### config.mk
export PLATFORM = sky130hd
export DESIGN_NAME = sky_cycle_ctrl
export DESIGN_NICKNAME = d
export VERILOG_FILES = /design/src/rtl/sky_pkg.sv /design/src/rtl/sky_fade_step.sv /design/src/rtl/sky_cycle_ctrl.sv
export SDC_FILE = /design/constraint.sdc
export NUM_CORES = 1
export LEC_CHECK = 0
export CAP_MARGIN = 10
export CORE_MARGIN = 1
export CORE_UTILIZATION = 50
export DETAILED_ROUTE_END_ITERATION = 6
export PLACE_DENSITY = 0.72
export SYNTH_ARGS = -nofsm -noshare
export SYNTH_HDL_FRONTEND = slang
export SYNTH_SLANG_ARGS = --single-unit
### constraint.sdc
create_clock -name clk -period 11.9 [get_ports clk]
set_input_delay 1.19 -clock clk [delete_from_list [all_inputs] [get_ports clk]]
set_output_delay 1.19 -clock clk [all_outputs]
set_load 0.01 [all_outputs]
### src/rtl/sky_pkg.sv
// rtl/sky_pkg.sv - shared state encodings, palette sets and band boundaries for the sky path
package sky_pkg;

    typedef enum logic [1:0] {
        ST_DAY    = 2'd0,
        ST_FADE_N = 2'd1,
        ST_NIGHT  = 2'd2,
        ST_FADE_D = 2'd3
    } sky_state_e;

    localparam int NUM_BANDS = 5;

    // Index 0 is the top band.
    localparam logic [NUM_BANDS-1:0][11:0] DAY_PAL   = {12'h3BE, 12'h2AD, 12'h29C, 12'h28A, 12'h168};
    localparam logic [NUM_BANDS-1:0][11:0] NIGHT_PAL = {12'h147, 12'h136, 12'h025, 12'h024, 12'h013};

    // Scanline boundaries between bands, consumed by the sky pixel generator.
    localparam logic [NUM_BANDS:0][8:0] BAND_Y = {9'd375, 9'd236, 9'd136, 9'd61, 9'd21, 9'd0};

    function automatic logic [3:0] nibble_toward(input logic [3:0] cur, input logic [3:0] tgt);
        if (cur < tgt) begin
            return cur + 4'd1;
        end else if (cur > tgt) begin
            return cur - 4'd1;
        end
        return cur;
    endfunction

endpackage

### src/rtl/sky_fade_step.sv
// rtl/sky_fade_step.sv - one fade step of a 12-bit colour toward its target, with done flag
module sky_fade_step
    import sky_pkg::*;
(
    input  logic [11:0] cur,
    input  logic [11:0] target,
    output logic [11:0] col_next,
    output logic        done
);

    always_comb begin
        col_next = cur;
        for (int i = 0; i < 3; i++) begin
            col_next[4*i +: 4] = nibble_toward(cur[4*i +: 4], target[4*i +: 4]);
        end
    end

    assign done = (col_next == target);

endmodule

### src/rtl/sky_cycle_ctrl.sv
// rtl/sky_cycle_ctrl.sv - day/night sky palette sequencer; SKY_SKIP_EN adds skip_req fast-forward
module sky_cycle_ctrl
    import sky_pkg::*;
#(
    parameter int unsigned DAY_FRAMES   = 1800,
    parameter int unsigned NIGHT_FRAMES = 1200,
    parameter int unsigned FADE_RATE    = 4,
    parameter int unsigned CNT_W        = 16
) (
    input  logic        clk,
    input  logic        rst_n,
    input  logic        frame_tick,
    input  logic        freeze,
`ifdef SKY_SKIP_EN
    input  logic        skip_req,
`endif
    output logic [11:0] pal0,
    output logic [11:0] pal1,
    output logic [11:0] pal2,
    output logic [11:0] pal3,
    output logic [11:0] pal4,
    output logic [1:0]  state,
    output logic        is_night,
    output logic        phase_pulse
);

    localparam logic [CNT_W-1:0] DAY_LAST   = CNT_W'(DAY_FRAMES - 1);
    localparam logic [CNT_W-1:0] NIGHT_LAST = CNT_W'(NIGHT_FRAMES - 1);
    localparam logic [CNT_W-1:0] FADE_LAST  = CNT_W'(FADE_RATE - 1);

    sky_state_e                      state_q, state_d;
    logic [CNT_W-1:0]                cnt_q, cnt_d;
    logic [NUM_BANDS-1:0][11:0]      pal_q, pal_d;
    logic [NUM_BANDS-1:0][11:0]      fade_target, step_pal;
    logic [NUM_BANDS-1:0]            step_done;
    logic                            pulse_q, pulse_d;
    logic                            tick, skip;

    // A frozen tick is dropped, never deferred.
    assign tick = frame_tick & ~freeze;

`ifdef SKY_SKIP_EN
    assign skip = skip_req;
`else
    assign skip = 1'b0;
`endif

    assign fade_target = (state_q == ST_FADE_D) ? DAY_PAL : NIGHT_PAL;

    for (genvar b = 0; b < NUM_BANDS; b++) begin : g_band
        sky_fade_step u_step (
            .cur      (pal_q[b]),
            .target   (fade_target[b]),
            .col_next (step_pal[b]),
            .done     (step_done[b])
        );
    end

    always_comb begin
        state_d = state_q;
        cnt_d   = cnt_q;
        pal_d   = pal_q;
        pulse_d = 1'b0;
        if (tick) begin
            case (state_q)
                ST_DAY, ST_NIGHT: begin
                    if (skip || cnt_q == ((state_q == ST_DAY) ? DAY_LAST : NIGHT_LAST)) begin
                        cnt_d   = '0;
                        state_d = (state_q == ST_DAY) ? ST_FADE_N : ST_FADE_D;
                        pulse_d = 1'b1;
                    end else begin
                        cnt_d = cnt_q + 1'b1;
                    end
                end
                default: begin
                    if (cnt_q == FADE_LAST) begin
                        cnt_d = '0;
                        pal_d = step_pal;
                        if (&step_done) begin
                            state_d = (state_q == ST_FADE_N) ? ST_NIGHT : ST_DAY;
                            pulse_d = 1'b1;
                        end
                    end else begin
                        cnt_d = cnt_q + 1'b1;
                    end
                end
            endcase
        end
    end

    always_ff @(posedge clk or negedge rst_n) begin
        if (!rst_n) begin
            state_q <= ST_DAY;
            cnt_q   <= '0;
            pal_q   <= DAY_PAL;
            pulse_q <= 1'b0;
        end else begin
            state_q <= state_d;
            cnt_q   <= cnt_d;
            pal_q   <= pal_d;
            pulse_q <= pulse_d;
        end
    end

    assign pal0        = pal_q[0];
    assign pal1        = pal_q[1];
    assign pal2        = pal_q[2];
    assign pal3        = pal_q[3];
    assign pal4        = pal_q[4];
    assign state       = state_q;
    assign is_night    = (state_q == ST_NIGHT);
    assign phase_pulse = pulse_q;

endmodule

# After elaboration in Yosys (flattened, before gate mapping)
# Index checks and enable logic that the tools add are counted.
[op_classes]
n_addsub = 31
n_lt_le_gt_ge = 30
eq_ne = 11
n_mux = 91
bitwise = 3
n_reduce_logical = 7
[ops]
columns = ["cell", "count"]
rows = [
  ["4-bit 2-to-1 mux", 45],
  ["4-bit by 1-bit adder with 4-bit output, second input constant", 15],
  ["4-bit by 1-bit subtractor with 4-bit output, second input constant", 15],
  ["58-bit 2-to-1 mux", 1],
  ["4-bit > comparator", 14],
  ["4-bit < comparator", 14],
  ["12-bit equality test", 4],
  ["16-bit 2-to-1 mux", 3],
  ["1-bit 2-to-1 mux", 35],
  ["16-bit by 1-bit adder with 16-bit output, second input constant", 1],
  ["16-bit by 11-bit equality test with 1-bit output", 1],
  ["16-bit by 2-bit equality test with 1-bit output, second input constant", 1],
  ["12-bit by 10-bit equality test with 1-bit output", 1],
  ["2-bit 2-to-1 mux", 6],
  ["10-bit 2-to-1 mux", 1],
  ["5-bit AND reduction", 1],
  ["2-bit equality test, second input constant", 2],
  ["4-bit by 2-bit > comparator with 1-bit output", 1],
  ["4-bit by 2-bit < comparator with 1-bit output", 1],
  ["4-bit AND reduction", 1],
  ["2-bit nonzero test", 2],
  ["3-bit AND reduction", 1],
  ["2-bit by 1-bit equality test with 1-bit output, second input constant", 1],
  ["2-bit zero test", 1],
  ["other kinds (4)", 5],
]
[totals]
reg_bits = 79
inputBits = 4
output_inout_bits = 64
wordCells = 181

# Depth between registers and ports, before layout
[depth]
word_depth = 12
ltp_mapped = 19
mapped_depth_nobuf = 17

# Hierarchy
# Synthesis repeated with hierarchy kept, for this count alone.
[hier_totals]
cells_unflattened = 899
hier_area_um2 = 8572.0
[by_module_without_submodules]
columns = ["mod", "instances", "cells_each", "area_each_um2", "seq_area_each_um2"]
rows = [
  ["sky_cycle_ctrl", 1, 242, 3404.5, 2010.7],
  ["sky_fade_step (g_band[2].u_step)", 1, 149, 1171.1, 0.0],
  ["sky_fade_step (g_band[3].u_step)", 1, 132, 1037.2, 0.0],
  ["sky_fade_step (g_band[4].u_step)", 1, 134, 1031.0, 0.0],
  ["sky_fade_step (g_band[1].u_step)", 1, 127, 974.7, 0.0],
  ["sky_fade_step (g_band[0].u_step)", 1, 115, 953.4, 0.0],
]

# Least setup slack after synthesis
# No wires, ideal clock.
[synth_path]
path_type = "register -> register"
start = "register state_q[1], in the netlist state[1]"
end = "register state_q[1], in the netlist state[1]"
setup_time_ns = 0.128
t_arrival_ns = 4.561
required_time_ns = 11.772
path_slack_ns = 7.211
stages_incl_launch_ff = 20
n_path_buf = 2
synth_period_minus_slack_ns = 4.689
cell_sequence = "dfrtp_1 > ha_1 > clkinv_1 > clkbuf_1 > ha_1 > and2_0 > clkbuf_1 > and3_1 > a311oi_2 > inv_1 > ha_1 > a21o_1 > a21oi_1 > nand2_1 > mux2i_1 > xor2_1 > nor4bb_1 > a32oi_1 > o21ai_2 > mux2_1"
[synth_via]
elab_chain_cells = 10
word_cells_on_any_way = 114
classes_between = "30 x order compare; 10 x eq/ne; 68 x mux; 6 x reduce/logical"
[synth_rtl]
columns = ["element", "line", "source"]
rows = [
  ["start, declared", "sky_cycle_ctrl.sv:31", "sky_state_e state_q, state_d;"],
  ["start signal, assigned", "sky_cycle_ctrl.sv:98", "state_q <= state_d;"],
  ["2-bit equality test", "sky_cycle_ctrl.sv:48", "assign fade_target = (state_q == ST_FADE_D) ? DAY_PAL : NIGHT_PAL;"],
  ["58-bit 2-to-1 mux", "sky_cycle_ctrl.sv:48", ""],
  ["4-bit > comparator or 4-bit by 2-bit > comparator with 1-bit output (tied branches)", "sky_pkg.sv:23", "end else if (cur > tgt) begin"],
  ["1-bit 2-to-1 mux", "sky_pkg.sv:23", ""],
  ["1-bit 2-to-1 mux", "sky_pkg.sv:21", "if (cur < tgt) begin"],
  ["4-bit 2-to-1 mux", "sky_pkg.sv:26", "return cur;"],
  ["12-bit equality test or 12-bit by 10-bit equality test with 1-bit output (tied branches)", "sky_fade_step.sv:18", "assign done = (col_next == target);"],
  ["5-bit AND reduction", "sky_cycle_ctrl.sv:79", "if (&step_done) begin"],
  ["2-bit nonzero test (no source line)", "-", ""],
  ["4-bit AND reduction (no source line)", "-", ""],
]
# Several ways; a longest one is shown, not always the timed one. The select of a mux whose other input is x is not followed.
# A chain may end at the register's enable or synchronous reset.

# Worst setup path after layout
[layout_path]
start = "register state_q[0], in the netlist state[0]"
end = "register state_q[1], in the netlist state[1]"
# The elaborated chain is that of the path after synthesis.

==> impl_metrics.env <==
export IMPL_synth_top_area_cell="dfrtp_1"
export IMPL_hp_class="flop to flop"
export IMPL_fin_crit_ns=4.74
export IMPL_cts_hold_buf=0
export IMPL_grt_pass1_vias=5662
export IMPL_grt_ovfl_total=0
export IMPL_synth_adder_area_share_pct=13.6
export IMPL_path_depth=18
export IMPL_synth_main_ff_cell="dfrtp_1"
export IMPL_cap_violations=0
export IMPL_muxShareOfSynthArea_pct=2.74
export IMPL_required_ns=12.12
export IMPL_dr_wl_met3_um=764
export IMPL_cts_setup_buffers=0
export IMPL_setup_tns_ns=0
export IMPL_fmax_ghz=0.211
export IMPL_wl_met1_mm=7.54
export IMPL_num_vias=5898
export IMPL_diodes=0
export IMPL_drv_slew=0
export IMPL_cts_resized=0
export IMPL_cts_tree="yes"
export IMPL_seq_area_frac_synth_pct=31.0
export IMPL_cp_end_kind="flop"
export IMPL_synth_compound_area_share_pct=18.9
export IMPL_reg2reg_depth=18
export IMPL_die_x_um=116
export IMPL_min_period_over_period_pct=39.8
export IMPL_regToRegSetupSlack_ns=7.16
export IMPL_path_cells="ha_1, clkinv_1, buf_4, ha_1, and2_0, and3_1, a311oi_2, inv_1, ha_1, a21o_1, a21oi_1, nand2_1, mux2i_1, xor2_1, nor4bb_1, a32oi_1, o21ai_2, mux2_1"
export IMPL_synth_simple_gate_area_share_pct=22.9
export IMPL_drt_total_wl_mm=16.6
export IMPL_syn_area_um2=6490
export IMPL_clk_insertion_delay_late_ns=0.35
export IMPL_multi_input_area_um2=4180
export IMPL_final_cell_area_um2=7630
export IMPL_placed_cell_area_um2=7300
export IMPL_start_kind="flop"
export IMPL_start_util_pct=51.4
export IMPL_cts_sinks=79
export IMPL_clk_pin_slew_ns=0.07
export IMPL_place_congestion=0.905
export IMPL_core_area_um2=12600
export IMPL_path_class="flop to flop"
export IMPL_synthArstFlopShare_pct=100
export IMPL_seqCellArea_um2=2010
export IMPL_ys_types=73
export IMPL_place_hpwl_mm=12.1
export IMPL_via_per_inst=5.89
export IMPL_r2r_end="state[1]"
export IMPL_status="complete, no violations"
export IMPL_grt_usage_pct=26.3
export IMPL_pin_count=68
export IMPL_clockBufferDepth=2
export IMPL_drc_errors=0
export IMPL_syn_nets=834
export IMPL_cp_data_arrival_time_ns=4.96
export IMPL_whs_endpoint="cnt_q[15]"
export IMPL_chipHeight_um=116
export IMPL_hold_violations=0
export IMPL_fillCellCount=1137
export IMPL_drt_pass1_iter_count=5
export IMPL_synth_xor_area_share_pct=6.21
export IMPL_grt_max_degree=80
export IMPL_power_density_nw_per_um2=81.7
export IMPL_dieArea_um2=13400
export IMPL_grt_pass1_wl_mm=27.6
export IMPL_leakage_nw=3.40
export IMPL_path_buf_inv=3
export IMPL_syn_avg_cell_area_um2=8.45
export IMPL_wl_met2_mm=8.04
export IMPL_setup_viol=0
export IMPL_highest_layer="met4"
export IMPL_synthCells=768
export IMPL_holdPathStages=1
export IMPL_cts_root_buf="clkbuf_16"
export IMPL_drive_gt1_share_pct=8.08
export IMPL_worst_slew_margin_rel_pct=32.6
export IMPL_ys_ff_latch=79
export IMPL_rsz0062_at_grt="no"
export IMPL_ir_worst_vdd_uv=63.4
export IMPL_nets=890
export IMPL_cts_htree_levels=3
export IMPL_synth_top_area_share_pct=20.0
export IMPL_antenna_found_initial=0
export IMPL_placementRows=41
export IMPL_synth_edf_count=0
export IMPL_synth_top_family_by_area="simple AND/OR/NAND/NOR gates"
export IMPL_yosysWarnings=0
export IMPL_critPathMaxStageDelay_ns=0.44
export IMPL_critPathTopFamily="compound AO/OA/AOI/OAI gates"
export IMPL_cpMostUsedCell="ha_1"
export IMPL_syn2layout_area_growth_pct=17.5
export IMPL_drtIter0Drc=387
export IMPL_finClkSkew_ns=0.00900
export IMPL_cts_made_buffers=9
export IMPL_tightest_slew_ns=1.01
export IMPL_ant_nets=0
export IMPL_io_buffers=67
export IMPL_synth_area_leaders="dfrtp_1, dfstp_2, ha_1"
export IMPL_min_delay_start="cnt_q[15]"
export IMPL_avgRoutedWirePerCell_um=16.6
export IMPL_r2r_start="state[0]"
export IMPL_cp_slowest_cell="dfrtp_1"
export IMPL_crit_fanout=36
==> synth_stat cells (all sizes together), types with 3 or more instances <==
| master | number |
|---|---|
| a2111oi | 5 |
| a211o | 3 |
| a211oi | 4 |
| a21boi | 7 |
| a21o | 20 |
| a21oi | 36 |
| a2bb2oi | 3 |
| a31o | 3 |
| a31oi | 15 |
| and2 | 6 |
| and3 | 4 |
| and3b | 4 |
| buf | 9 |
| clkbuf | 18 |
| dfrtp | 52 |
| dfstp | 27 |
| fa | 14 |
| ha | 48 |
| inv | 50 |
| mux2 | 6 |
| mux2i | 11 |
| nand2 | 104 |
| nand2b | 9 |
| nand3 | 20 |
| nand3b | 8 |
| nand4 | 11 |
| nand4b | 4 |
| nor2 | 58 |
| nor2b | 9 |
| nor3 | 25 |
| nor3b | 7 |
| nor4 | 4 |
| nor4bb | 3 |
| o211ai | 5 |
| o21ai | 56 |
| o22ai | 4 |
| o31ai | 7 |
| or3 | 10 |
| or3b | 3 |
| or4 | 3 |
| xnor2 | 30 |
| xor2 | 16 |
==> flip-flops by register name (all words and copies together), names as in the netlist <==
signal	count
cnt_q	16
pal0	12
pal1	12
pal2	12
pal3	12
pal4	12
phase_pulse	1
state	2
==> power breakdown <==
part / switching (W) / internal [W]
sequential: 0.00000951 / 0.000276
clock: 0.000123 / 0.000186
combinational: 0.0000165 / 0.0000116
==> worst reg2reg max path, stage by stage, from the launching register on <==
cell and delay, ns:
dfrtp_1 0.44, ha_1 0.25, clkinv_1 0.05, buf_4 0.39
ha_1 0.34, and2_0 0.25, and3_1 0.26, a311oi_2 0.37
inv_1 0.12, ha_1 0.29, a21o_1 0.18, a21oi_1 0.20
nand2_1 0.09, mux2i_1 0.18, xor2_1 0.24, nor4bb_1 0.29
a32oi_1 0.17, o21ai_2 0.20, mux2_1 0.33
==> stage by stage <==
stage | power, W | utilization, % | hold slack (ns) | setup WS, ns | cells
2_1_floorplan | 0.000305 | - | 0.443 | 7.21 | 768
3_3_place_gp | 0.000317 | 57.8 | 0.468 | 7.57 | 985
3_5_place_dp | 0.000319 | 57.8 | 0.463 | 7.27 | 985
4_1_cts | 0.000629 | 60.4 | 0.476 | 7.24 | 1001
5_1_grt | 0.000647 | 60.4 | 0.478 | 6.90 | 1001
6_report | 0.000623 | 60.4 | 0.473 | 7.16 | 1001
==> worst max-delay path by stage <==
stage                         from  endpoint  slack, ns
after floorplan           state[1]  state[1]       7.21
after global placement    state[1]  state[1]       7.57
after detailed placement  state[1]  state[1]       7.27
after CTS                 state[0]  state[1]       7.24
after global routing      state[0]  state[1]       6.90
final                     state[0]  state[1]       7.16
==> final cells by class <==
cell class	instances	share of cell area, %
well taps	172	2.82
repair buffers	72	9.25
flip-flops and latches	79	26.4
clock inverters	7	1.36
clock buffers	9	2.95
multi-input cells	611	54.7
inverters	51	2.51
==> cell usage in the layout, fill, tap and decap left out, types with 4 or more instances in the layout <==
| master | instances |
|---|---|
| xnor2_1 | 30 |
| o21ai_0 | 54 |
| a21boi_0 | 5 |
| o31ai_1 | 7 |
| fa_1 | 14 |
| inv_1 | 50 |
| clkbuf_16 | 9 |
| dfrtp_1 | 52 |
| nand2_1 | 104 |
| mux2_2 | 5 |
| a21o_1 | 20 |
| o22ai_1 | 4 |
| a211oi_1 | 4 |
| dfstp_2 | 27 |
| and3_1 | 4 |
| nor2_1 | 57 |
| nand3b_1 | 8 |
| nand4_1 | 11 |
| or3_1 | 10 |
| nor4_1 | 4 |
| o211ai_1 | 5 |
| a31oi_1 | 15 |
| nand2b_1 | 9 |
| nand3_1 | 20 |
| nor3b_1 | 7 |
| nor3_1 | 25 |
| mux2i_1 | 11 |
| and2_1 | 5 |
| clkdlybuf4s50_1 | 66 |
| nand4b_1 | 4 |
| ha_1 | 48 |
| nor2b_1 | 9 |
| xor2_1 | 16 |
| a21oi_1 | 36 |
| buf_4 | 6 |
| and3b_1 | 4 |
==> per-layer routing <==
metal / vias up / GRT usage [%]
met4: 0 / 7.61
met5: - / 0
li1: 2853 / -
met1: 2875 / 34.2
met2: 142 / 44.8
met3: 28 / 4.55
==> logic make-up after synthesis <==
group / Yosys count
DFF: 79
buffers and inverters: 78
AOI/OAI and AO/OA: 188
muxes: 17
adders and majority gates: 62
xor gates and xnor gates: 46
and+or+nand+nor: 298
(Power assumes the default switching activity.)
